`src/rtl/controle_chamadas_pkg.sv`:
```
// Shared types and defaults for the elevator call scheduler.
package elevador_pkg;

  typedef enum logic [1:0] {
    PARADO   = 2'd0,
    SUBINDO  = 2'd1,
    DESCENDO = 2'd2,
    PORTA    = 2'd3
  } estado_t;

  localparam int unsigned NUM_ANDARES_PAD   = 4;
  localparam int unsigned LARG_ANDAR_PAD    = 2;
  localparam int unsigned TEMPO_PORTA_PAD   = 3;
  localparam int unsigned SYNC_ESTAGIOS_PAD = 2;

  localparam logic SOBE  = 1'b1;
  localparam logic DESCE = 1'b0;

  // Next state after the door closes: keep the previous direction if calls remain ahead.
  function automatic estado_t apos_porta(input logic dir, input logic acima, input logic abaixo);
    estado_t prox;
    prox = PARADO;
    if (dir == SOBE) begin
      if (acima)       prox = SUBINDO;
      else if (abaixo) prox = DESCENDO;
    end else begin
      if (abaixo)      prox = DESCENDO;
      else if (acima)  prox = SUBINDO;
    end
    return prox;
  endfunction

endpackage

```
`src/rtl/controle_chamadas_if.sv`:
```
// Scheduler <-> floor-controller/board bundle; ELEVADOR_EMERGENCIA_EN adds parar_emerg.
interface controle_chamadas_if
  import elevador_pkg::*;
#(
  parameter int unsigned NUM_ANDARES = NUM_ANDARES_PAD,
  parameter int unsigned LARG_ANDAR  = LARG_ANDAR_PAD
);
  logic                   tick;
  logic [NUM_ANDARES-1:0] botoes;
  logic [LARG_ANDAR-1:0]  andar_atual;
  logic                   sub_des;
  logic                   mover;
  logic                   porta_aberta;
  logic [NUM_ANDARES-1:0] chamadas_pend;
`ifdef ELEVADOR_EMERGENCIA_EN
  logic                   parar_emerg;

  modport master (output tick, botoes, andar_atual, parar_emerg,
                  input  sub_des, mover, porta_aberta, chamadas_pend);
  modport slave  (input  tick, botoes, andar_atual, parar_emerg,
                  output sub_des, mover, porta_aberta, chamadas_pend);
`else
  modport master (output tick, botoes, andar_atual,
                  input  sub_des, mover, porta_aberta, chamadas_pend);
  modport slave  (input  tick, botoes, andar_atual,
                  output sub_des, mover, porta_aberta, chamadas_pend);
`endif
endinterface

```
`src/rtl/controle_chamadas_sincroniza_botao.sv`:
```
// Button synchronizer followed by a rising-edge detector; pulso is one cycle wide.
module sincroniza_botao #(
  parameter int unsigned SYNC_ESTAGIOS = 2
) (
  input  logic clock_in,
  input  logic reset_n,
  input  logic entrada,
  output logic pulso
);
  logic [SYNC_ESTAGIOS-1:0] sync_q, sync_d;
  logic                     anterior_q, anterior_d;

  always_comb begin
    sync_d     = (sync_q << 1) | SYNC_ESTAGIOS'(entrada);
    anterior_d = sync_q[SYNC_ESTAGIOS-1];
  end

  always_ff @(posedge clock_in or negedge reset_n) begin
    if (!reset_n) begin
      sync_q     <= '0;
      anterior_q <= 1'b0;
    end else begin
      sync_q     <= sync_d;
      anterior_q <= anterior_d;
    end
  end

  assign pulso = sync_q[SYNC_ESTAGIOS-1] & ~anterior_q;

endmodule

```
`src/rtl/controle_chamadas.sv`:
```
// SCAN call scheduler feeding controle_andares; ELEVADOR_EMERGENCIA_EN enables the emergency stop.
module controle_chamadas
  import elevador_pkg::*;
#(
  parameter int unsigned NUM_ANDARES   = NUM_ANDARES_PAD,
  parameter int unsigned LARG_ANDAR    = LARG_ANDAR_PAD,
  parameter int unsigned TEMPO_PORTA   = TEMPO_PORTA_PAD,
  parameter int unsigned SYNC_ESTAGIOS = SYNC_ESTAGIOS_PAD
) (
  input  logic                clock_in,
  input  logic                reset_n,
  controle_chamadas_if.slave  bus
);
  localparam int unsigned          LARG_CNT = $clog2(TEMPO_PORTA + 1);
  localparam logic [LARG_CNT-1:0]  CNT_CARGA = LARG_CNT'(TEMPO_PORTA);
  localparam logic [LARG_ANDAR-1:0] TOPO    = LARG_ANDAR'(NUM_ANDARES - 1);

  estado_t                state_q, state_d;
  logic                   sub_des_q, sub_des_d;
  logic                   mover_q, mover_d;
  logic                   porta_q, porta_d;
  logic [NUM_ANDARES-1:0] pend_q, pend_d;
  logic [LARG_CNT-1:0]    cnt_q, cnt_d;

  logic [NUM_ANDARES-1:0] pulsos, novos, mascara;
  logic                   aqui, acima, abaixo, novo_aqui;
  logic                   emerg;

  for (genvar k = 0; k < NUM_ANDARES; k++) begin : g_sync
    sincroniza_botao #(.SYNC_ESTAGIOS(SYNC_ESTAGIOS)) u_sync (
      .clock_in (clock_in),
      .reset_n  (reset_n),
      .entrada  (bus.botoes[k]),
      .pulso    (pulsos[k])
    );
  end

`ifdef ELEVADOR_EMERGENCIA_EN
  logic [SYNC_ESTAGIOS-1:0] emerg_q, emerg_d;

  always_comb emerg_d = (emerg_q << 1) | SYNC_ESTAGIOS'(bus.parar_emerg);

  always_ff @(posedge clock_in or negedge reset_n) begin
    if (!reset_n) emerg_q <= '0;
    else          emerg_q <= emerg_d;
  end

  assign emerg = emerg_q[SYNC_ESTAGIOS-1];
`else
  assign emerg = 1'b0;
`endif

  // Presses are dropped entirely while the emergency stop holds.
  assign novos = emerg ? '0 : pulsos;

  // Position of pending calls and new presses relative to the current floor.
  always_comb begin
    aqui      = 1'b0;
    acima     = 1'b0;
    abaixo    = 1'b0;
    novo_aqui = 1'b0;
    mascara   = '0;
    for (int i = 0; i < NUM_ANDARES; i++) begin
      if (LARG_ANDAR'(i) == bus.andar_atual) begin
        aqui       = pend_q[i];
        novo_aqui  = novos[i];
        mascara[i] = 1'b1;
      end else if (LARG_ANDAR'(i) > bus.andar_atual) begin
        acima = acima | pend_q[i];
      end else begin
        abaixo = abaixo | pend_q[i];
      end
    end
  end

  always_comb begin
    state_d   = state_q;
    sub_des_d = sub_des_q;
    cnt_d     = cnt_q;
    pend_d    = pend_q | novos;

    case (state_q)
      PARADO: begin
        if (aqui)        state_d = PORTA;
        else if (acima)  state_d = SUBINDO;
        else if (abaixo) state_d = DESCENDO;
      end
      SUBINDO: begin
        if (aqui)                                    state_d = PORTA;
        else if (bus.andar_atual == TOPO || !acima)  state_d = PARADO;
      end
      DESCENDO: begin
        if (aqui)                                    state_d = PORTA;
        else if (bus.andar_atual == '0 || !abaixo)   state_d = PARADO;
      end
      PORTA: begin
        // A press at the open floor keeps the door open instead of queuing a call.
        pend_d = pend_q | (novos & ~mascara);
        if (novo_aqui) begin
          cnt_d = CNT_CARGA;
        end else if (bus.tick) begin
          if (cnt_q <= LARG_CNT'(1)) begin
            cnt_d   = '0;
            state_d = apos_porta(sub_des_q, acima, abaixo);
          end else begin
            cnt_d = cnt_q - LARG_CNT'(1);
          end
        end
      end
      default: state_d = PARADO;
    endcase

    if (state_d == PORTA && state_q != PORTA) begin
      pend_d = (pend_q & ~mascara) | novos;
      cnt_d  = CNT_CARGA;
    end
    if (state_d == SUBINDO && state_q != SUBINDO)   sub_des_d = SOBE;
    if (state_d == DESCENDO && state_q != DESCENDO) sub_des_d = DESCE;

    if (emerg) begin
      state_d   = state_q;
      cnt_d     = cnt_q;
      sub_des_d = sub_des_q;
      pend_d    = pend_q;
    end

    mover_d = !emerg && (state_d == SUBINDO || state_d == DESCENDO);
    porta_d = !emerg && (state_d == PORTA);
  end

  always_ff @(posedge clock_in or negedge reset_n) begin
    if (!reset_n) begin
      state_q   <= PARADO;
      sub_des_q <= SOBE;
      mover_q   <= 1'b0;
      porta_q   <= 1'b0;
      pend_q    <= '0;
      cnt_q     <= '0;
    end else begin
      state_q   <= state_d;
      sub_des_q <= sub_des_d;
      mover_q   <= mover_d;
      porta_q   <= porta_d;
      pend_q    <= pend_d;
      cnt_q     <= cnt_d;
    end
  end

  assign bus.sub_des       = sub_des_q;
  assign bus.mover         = mover_q;
  assign bus.porta_aberta  = porta_q;
  assign bus.chamadas_pend = pend_q;

endmodule
```
`src/flat_wrapper.sv`:
```
// flat-port wrapper written by rule: the top's interface ports become plain ports
module controle_chamadas_flat import elevador_pkg::*;
#(
  parameter int unsigned NUM_ANDARES   = NUM_ANDARES_PAD,
  parameter int unsigned LARG_ANDAR    = LARG_ANDAR_PAD,
  parameter int unsigned TEMPO_PORTA   = TEMPO_PORTA_PAD,
  parameter int unsigned SYNC_ESTAGIOS = SYNC_ESTAGIOS_PAD
)
  (clock_in, reset_n, bus_tick, bus_botoes, bus_andar_atual, bus_sub_des, bus_mover, bus_porta_aberta, bus_chamadas_pend);
  controle_chamadas_if #(.NUM_ANDARES(NUM_ANDARES), .LARG_ANDAR(LARG_ANDAR)) bus_i ();
  input  logic clock_in;
  input  logic reset_n;
  input wire logic [$bits(bus_i.tick)-1:0] bus_tick;
  input wire logic [$bits(bus_i.botoes)-1:0] bus_botoes;
  input wire logic [$bits(bus_i.andar_atual)-1:0] bus_andar_atual;
  output wire logic [$bits(bus_i.sub_des)-1:0] bus_sub_des;
  output wire logic [$bits(bus_i.mover)-1:0] bus_mover;
  output wire logic [$bits(bus_i.porta_aberta)-1:0] bus_porta_aberta;
  output wire logic [$bits(bus_i.chamadas_pend)-1:0] bus_chamadas_pend;
  assign bus_i.tick = bus_tick;
  assign bus_i.botoes = bus_botoes;
  assign bus_i.andar_atual = bus_andar_atual;
  assign bus_sub_des = bus_i.sub_des;
  assign bus_mover = bus_i.mover;
  assign bus_porta_aberta = bus_i.porta_aberta;
  assign bus_chamadas_pend = bus_i.chamadas_pend;
  controle_chamadas #(.NUM_ANDARES(NUM_ANDARES), .LARG_ANDAR(LARG_ANDAR), .TEMPO_PORTA(TEMPO_PORTA), .SYNC_ESTAGIOS(SYNC_ESTAGIOS)) u_core (.clock_in(clock_in), .reset_n(reset_n), .bus(bus_i));
endmodule
```
`config.mk`:
```
export PLATFORM = sky130hd
export DESIGN_NAME = controle_chamadas_flat
export DESIGN_NICKNAME = d
export VERILOG_FILES = /design/src/rtl/controle_chamadas_pkg.sv /design/src/rtl/controle_chamadas_if.sv /design/src/rtl/controle_chamadas_sincroniza_botao.sv /design/src/rtl/controle_chamadas.sv /design/src/flat_wrapper.sv
export SDC_FILE = /design/constraint.sdc
export NUM_CORES = 1
export LEC_CHECK = 0
export ABC_AREA = 1
export BUFFER_PORTS_ARGS = -buffer_cell sky130_fd_sc_hd__buf_2
export CORE_MARGIN = 4
export CORE_UTILIZATION = 25
export CTS_CLUSTER_DIAMETER = 150
export DETAILED_ROUTE_END_ITERATION = 12
export HOLD_SLACK_MARGIN = 0.02
export SLEW_MARGIN = 25
export SYNTH_ARGS = -nofsm -noshare
export SYNTH_HDL_FRONTEND = slang
export SYNTH_SLANG_ARGS = --single-unit
```
`constraint.sdc`:
```
create_clock -name clock_in -period 5.1 [get_ports clock_in]
set_clock_uncertainty 0.05 [all_clocks]
set_input_delay 0.255 -clock clock_in [delete_from_list [all_inputs] [get_ports clock_in]]
set_output_delay 0.255 -clock clock_in [all_outputs]
set_load 0.03 [all_outputs]
```
==> flow_summary.toml, run 1 <==
[outcome]
outcome = "finished clean"

[die]
core_um2 = 4120
row_count = 23
initial_core_util_pct = 26.7
ioPinCount = 16
dieHeight_um = 74.3
die_x_um = 74.3
dieArea_um2 = 5520

[route]
drcViolationCount = 0
dr.pass1.iters = 4
drt_iter0_drc = 24
via_per_inst = 4.26
num_vias = 843
wl_mm = 1.98
antenna_left = 0
wire_per_inst_um = 10.0

[timing]
maxSlewViolCount = 0
max_freq_mhz = 426
fin_tns_setup_ns = 0
hold_viol = 0
final.min_clock_period_ns = 2.34
rsz0062_at_grt = "no"
max_slew_margin_pct = 64.9
final-setup-viol-count = 0
setup_slack_ns = 2.76
period_share_pct = 46.0
tightest_slew_ns = 0.527

[synth]
syn-instance-count = 129
synth_cell_types = 23
yosysWarnings = 0
synth_fp_nets = 141
ys_ff_latch = 23
synth_area_um2 = 1100
ys_seq_area_share_pct = 52.5
synth_area_per_cell_um2 = 8.52

[global_routing]
grt_use_total_pct = 8.39
grt_pass1_vias = 809
antenna_found_initial = 0
grt-ovfl-total = 0
grt_pass1_wl_mm = 3.54
grt_start_max_net_pins = 24

[power]
intPower_uw = 405
sw_frac_of_total_pct = 44.4
pwr-share-clk_pct = 16.1
p_leak_uw = 0.000666
powerDensity_nw_per_um2 = 568
switchingPower_uw = 323
vdd_drop_max_v = 0.000149
power.share.sequential_pct = 37.3
pwr-share-comb_pct = 46.6

[critical_path]
arrival_ns = 2.46
path_max_fanout = 7
reg2reg_depth = 15
criticalPathCategory = "flip-flop to flip-flop"
critPathLaunchType = "flip-flop"
crit_family = "simple AND/OR/NAND/NOR gates"
crit_top_cell = "nand2_1"
crit_buf_inv = 3
reg2reg_from = "u_core.bus.chamadas_pend[2]"
r2r_setup_slack_ns = 2.76
worst-path-stages = 15
cp.required_ns = 5.22
worst_path_max_delay_cell = "dfrtp_1"
critPathCaptureType = "flip-flop"
path_cells = "nand3b_1, nand3_1, nand2_1, nand2_1, o21ai_0, a21oi_2, inv_1, ha_1, nand2_2, inv_2, or2_0, o22ai_2, inv_2, nand2_1, nand2_1"
critPathMaxStageDelay_ns = 0.43
crit_path_start = "u_core.bus.chamadas_pend[2]"

[clock_network]
cts_setup_buffers = 0
cts_tree = "done"
cts_max_level = 1
clock_sinks = 23
path_clk_slew_ns = 0.09
post_cts_resized = 0
numCtsBuffers = 3
root_buffer = "clkbuf_8"
cts_hold_buf = 1
cts_max_path_buffers = 2
insertion_delay_ns = 0.27

[finish]
final.fill_count = 448
final_cell_mix = "nand2_1, dfrtp_1, inv_1, buf_2, nor2_1"
drive_gt1_share_pct = 25.0
n_antenna_cell = 0
final_common_cell = "nand2_1"
syn_to_final_growth_pct = 16.9
seqCellArea_um2 = 577
multi_input_area_um2 = 428
finish.net_count = 161
fin_area_um2 = 1280

[placement]
portBuffers = 15
gp_congestion = 0.779
hpwl_mm = 1.46
placed_area_um2 = 1220
place_ws_ns = 2.68

[hold_path]
worstHoldStart = "bus_botoes[2]"
hold_class = "input port to flip-flop"
whs_path_depth = 1

[job]
drv_cap = 0
==> path summary, 6_finish.rpt <==
kind,to
max,u_core.cnt_q[0]
min,u_core.g_sync[2].u_sync.sync_q[0]
max reg2reg,u_core.cnt_q[0]
min reg2reg,u_core.g_sync[3].u_sync.sync_q[1]
max in group asynchronous,u_core.bus.sub_des
min in group asynchronous,u_core.bus.chamadas_pend[3]
==> Yosys cell counts <==
| library cell | count | area [µm²] |
|---|---|---|
| dfstp_2 | 1 | 26.3 |
| o21ai_0 | 8 | 40.0 |
| or2_2 | 1 | 6.26 |
| a31oi_1 | 1 | 6.26 |
| nand3_1 | 2 | 10.0 |
| inv_2 | 6 | 22.5 |
| o22ai_2 | 1 | 12.5 |
| nor2_1 | 11 | 41.3 |
| nor2_2 | 1 | 6.26 |
| buf_6 | 1 | 11.3 |
| o21ai_1 | 1 | 5.00 |
| o21a_1 | 1 | 7.51 |
| dfrtp_1 | 22 | 551 |
| a21oi_1 | 6 | 30.0 |
| nand2_1 | 36 | 135 |
| o221ai_1 | 1 | 8.76 |
| nand4_4 | 1 | 21.3 |
| or2_0 | 1 | 6.26 |
| nand2_2 | 6 | 37.5 |
| inv_1 | 16 | 60.1 |
| nand3b_1 | 1 | 7.51 |
| ha_1 | 3 | 37.5 |
| a21oi_2 | 1 | 8.76 |
==> worst register-to-register path, cell delays in order (launching register included) <==
cell,delay [ns]
dfrtp_1,0.43
nand3b_1,0.20
nand3_1,0.10
nand2_1,0.06
nand2_1,0.07
o21ai_0,0.11
a21oi_2,0.14
inv_1,0.09
ha_1,0.25
nand2_2,0.16
inv_2,0.05
or2_0,0.20
o22ai_2,0.17
inv_2,0.05
nand2_1,0.06
nand2_1,0.05
==> state kept, by name, summed over array words and instances (netlist names) <==
| signal | count |
|---|---|
| u_core.bus.porta_aberta | 1 |
| u_core.bus.mover | 1 |
| u_core.bus.chamadas_pend | 4 |
| u_core.bus.sub_des | 1 |
| u_core.g_sync.u_sync.anterior_q | 4 |
| u_core.cnt_q | 2 |
| u_core.g_sync.u_sync.sync_q | 8 |
| u_core.state_q | 2 |
==> power groups by stage <==
stage | clock [µW] | sequential (µW) | combinational, µW
6_report | 117 | 272 | 339
5_1_grt | 132 | 281 | 391
4_1_cts | 124 | 273 | 345
3_5_place_dp | 0 | 276 | 342
3_3_place_gp | 0 | 277 | 340
2_1_floorplan | 0 | 322 | 210
==> cell families (layout without fill, tap and decap cells) <==
family                   after synthesis  in the layout  synth area share [%]
AND/OR/NAND/NOR                       60             60                  24.7
flip-flops                            23             23                  52.5
buffers and inverters                 23             42                  8.54
AO/OA/AOI/OAI                         20             20                  10.8
adder cells (fa/ha/maj)                3              3                  3.42
==> layer usage <==
layer  track usage (%)  part of all wire [%]  vias up
li1                  -                     -      435
met1              11.1                    51      387
met2              12.6                    41       16
met3              2.70                   6.0        5
met4              3.56                   1.9        0
met5                 0                     0        -
==> final cells by class <==
type	instances	share of cell area [%]
Multi-Input combinational cell	83	33.3
Timing Repair Buffer	16	6.63
Clock buffer	3	3.22
Tap cell	50	4.87
Inverter	22	6.43
Sequential cell	23	44.9
Clock inverter	1	0.585
==> stage by stage <==
step | util [%] | hold WS [ns] | total power, µW | cells
6_report | 31.2 | 0.0374 | 729 | 198
5_1_grt | 31.2 | 0.0234 | 804 | 198
4_1_cts | 31.2 | 0.0291 | 742 | 198
3_5_place_dp | 29.8 | 0.221 | 619 | 193
3_3_place_gp | 29.8 | 0.216 | 616 | 193
2_1_floorplan | - | -0.0906 | 532 | 129
No activity file was read; power rests on OpenSTA's default activity.
==> run 2: changes to the inputs <==
clock period = 2.25 ns   (was 5.1 ns; I/O delays follow)
==> run 2 against run 1 <==
Register-to-register slack got worse by 2.6 ns. First-iteration DRC count increased by 83%. Clock-buffer cell count unchanged. Highest routed layer unchanged.
==> flow_summary.toml, run 2 (same netlist as run 1, synthesis figures left out) <==
[outcome]
outcome = "finished clean"

[global_routing]
grt-ovfl-total = 0
grt_use_total_pct = 8.48
antenna_found_initial = 0
grt_pass1_wl_mm = 3.64
grt_start_max_net_pins = 24
grt_pass1_vias = 846

[timing]
rsz0062_at_grt = "yes"
final.min_clock_period_ns = 2.11
setup_slack_ns = 0.138
final-setup-viol-count = 0
hold_ws_ns = 0.258
max_slew_margin_pct = 64.7
maxSlewViolCount = 0
period_share_pct = 93.9
hold_viol = 0
max_freq_mhz = 473
tightest_slew_ns = 0.530

[route]
wire_per_inst_um = 10.2
wl_mm = 2.15
via_per_inst = 4.17
antenna_left = 0
num_vias = 883
drcViolationCount = 0
dr.pass1.iters = 4
drt_iter0_drc = 44

[job]
drv_cap = 0

[critical_path]
critPathCaptureType = "flip-flop"
path_max_fanout = 5
r2r_setup_slack_ns = 0.14
reg2reg_from = "u_core.bus.chamadas_pend[2]"
cp.required_ns = 2.35
regToRegEndpoint = "u_core.cnt_q[1]"
reg2reg_depth = 15
arrival_ns = 2.22
critPathLaunchType = "flip-flop"
criticalPathCategory = "flip-flop to flip-flop"

[finish]
regMostFlops = "u_core.g_sync.u_sync.sync_q"
n_antenna_cell = 0
drive_gt1_share_pct = 36.4
fin_area_um2 = 1430
syn_to_final_growth_pct = 30.3
largest_register_ffs = 8
final_common_cell = "nand2_1"
final_cell_mix = "nand2_1, dfrtp_1, inv_1, buf_2"
finish.net_count = 175

[clock_network]
numCtsBuffers = 3
cts_max_path_buffers = 2
cts_max_level = 1
clock_sinks = 23
cts_tree = "done"
path_clk_slew_ns = 0.08
insertion_delay_ns = 0.26
root_buffer = "clkbuf_8"

[power]
vdd_drop_max_v = 0.000347
p_leak_uw = 0.000735
powerDensity_nw_per_um2 = 1280

[placement]
hpwl_mm = 1.51
placed_area_um2 = 1240
place_ws_ns = 0.0201
gp_congestion = 0.736
portBuffers = 15

[die]
ioPinCount = 16
dieHeight_um = 74.3
die_x_um = 74.3
initial_core_util_pct = 26.7
core_um2 = 4120
row_count = 23
dieArea_um2 = 5520

[hold_path]
worstHoldStart = "bus_tick"
hold_end = "u_core.cnt_q[0]"
whs_path_depth = 5
hold_class = "input port to flip-flop"
==> run 2: what timing repair did <==
item	CTS	global route
gates resized for setup	1	12
pin swaps	0	8
hold endpoints to repair	26	0
hold buffers	5	0
buffers inserted	0	8
endpoints found under the setup margin	2	2
==> run 2: area by class of cell <==
cell class,count,area (µm²)
clock buffers,3,41.3
multi-input cells,83,462
clock inverters,1,5.00
flip-flops and latches,23,578
inverters,22,82.6
repair buffers,30,200
well taps,50,62.6
fillers,439,2680
==> run 2: worst max path at each step <==
stage | start | end | slack, ns | cells past startpoint
finish | u_core.bus.chamadas_pend[2] | u_core.cnt_q[1] | 0.14 | 15
global route | u_core.bus.chamadas_pend[2] | u_core.cnt_q[0] | -0.03 | 15
CTS | u_core.bus.chamadas_pend[2] | u_core.cnt_q[1] | 0.007 | 15
detailed placement | u_core.g_sync[0].u_sync.sync_q[1] | u_core.cnt_q[1] | 0.02 | 16
global placement | u_core.bus.chamadas_pend[2] | u_core.cnt_q[1] | 0.07 | 15
floorplan | u_core.bus.chamadas_pend[2] | u_core.cnt_q[0] | 0.04 | 15
==> run 2: per-stage QoR <==
stage	total power (µW)	TNS, ns	instances	utilization (%)
floorplan	1210	0	129	-
global placement	1450	0	195	30.2
detailed placement	1450	0	195	30.2
CTS	1730	0	204	32.6
global route	2010	-0.0496	212	34.8
finish	1830	0	212	34.8
==> run 2: critical path: stages, from the launching register on <==
cell      delay [ns]
dfrtp_2         0.44
nand3b_1        0.19
nand3_1         0.10
nand2_1         0.07
nand2_2         0.07
nand2_1         0.06
nor2_2          0.12
a21oi_2         0.09
ha_2            0.18
nand2_2         0.08
inv_2           0.03
or2_0           0.20
o22ai_2         0.15
inv_2           0.05
nand2_1         0.05
nand2_1         0.05
==> run 2: per-layer routing <==
layer,track usage [%],vias up,part of all wire [%]
li1,-,465,-
met1,10.2,395,48
met2,14.3,19,45
met3,2.84,4,5.8
met4,2.77,0,1.2
met5,0,-,0
==> run 2: where the power goes <==
| part | switching [µW] | internal (µW) |
|---|---|---|
| clock | 129 | 123 |
| sequential | 88.5 | 534 |
| combinational | 566 | 389 |
| total | 783 | 1050 |
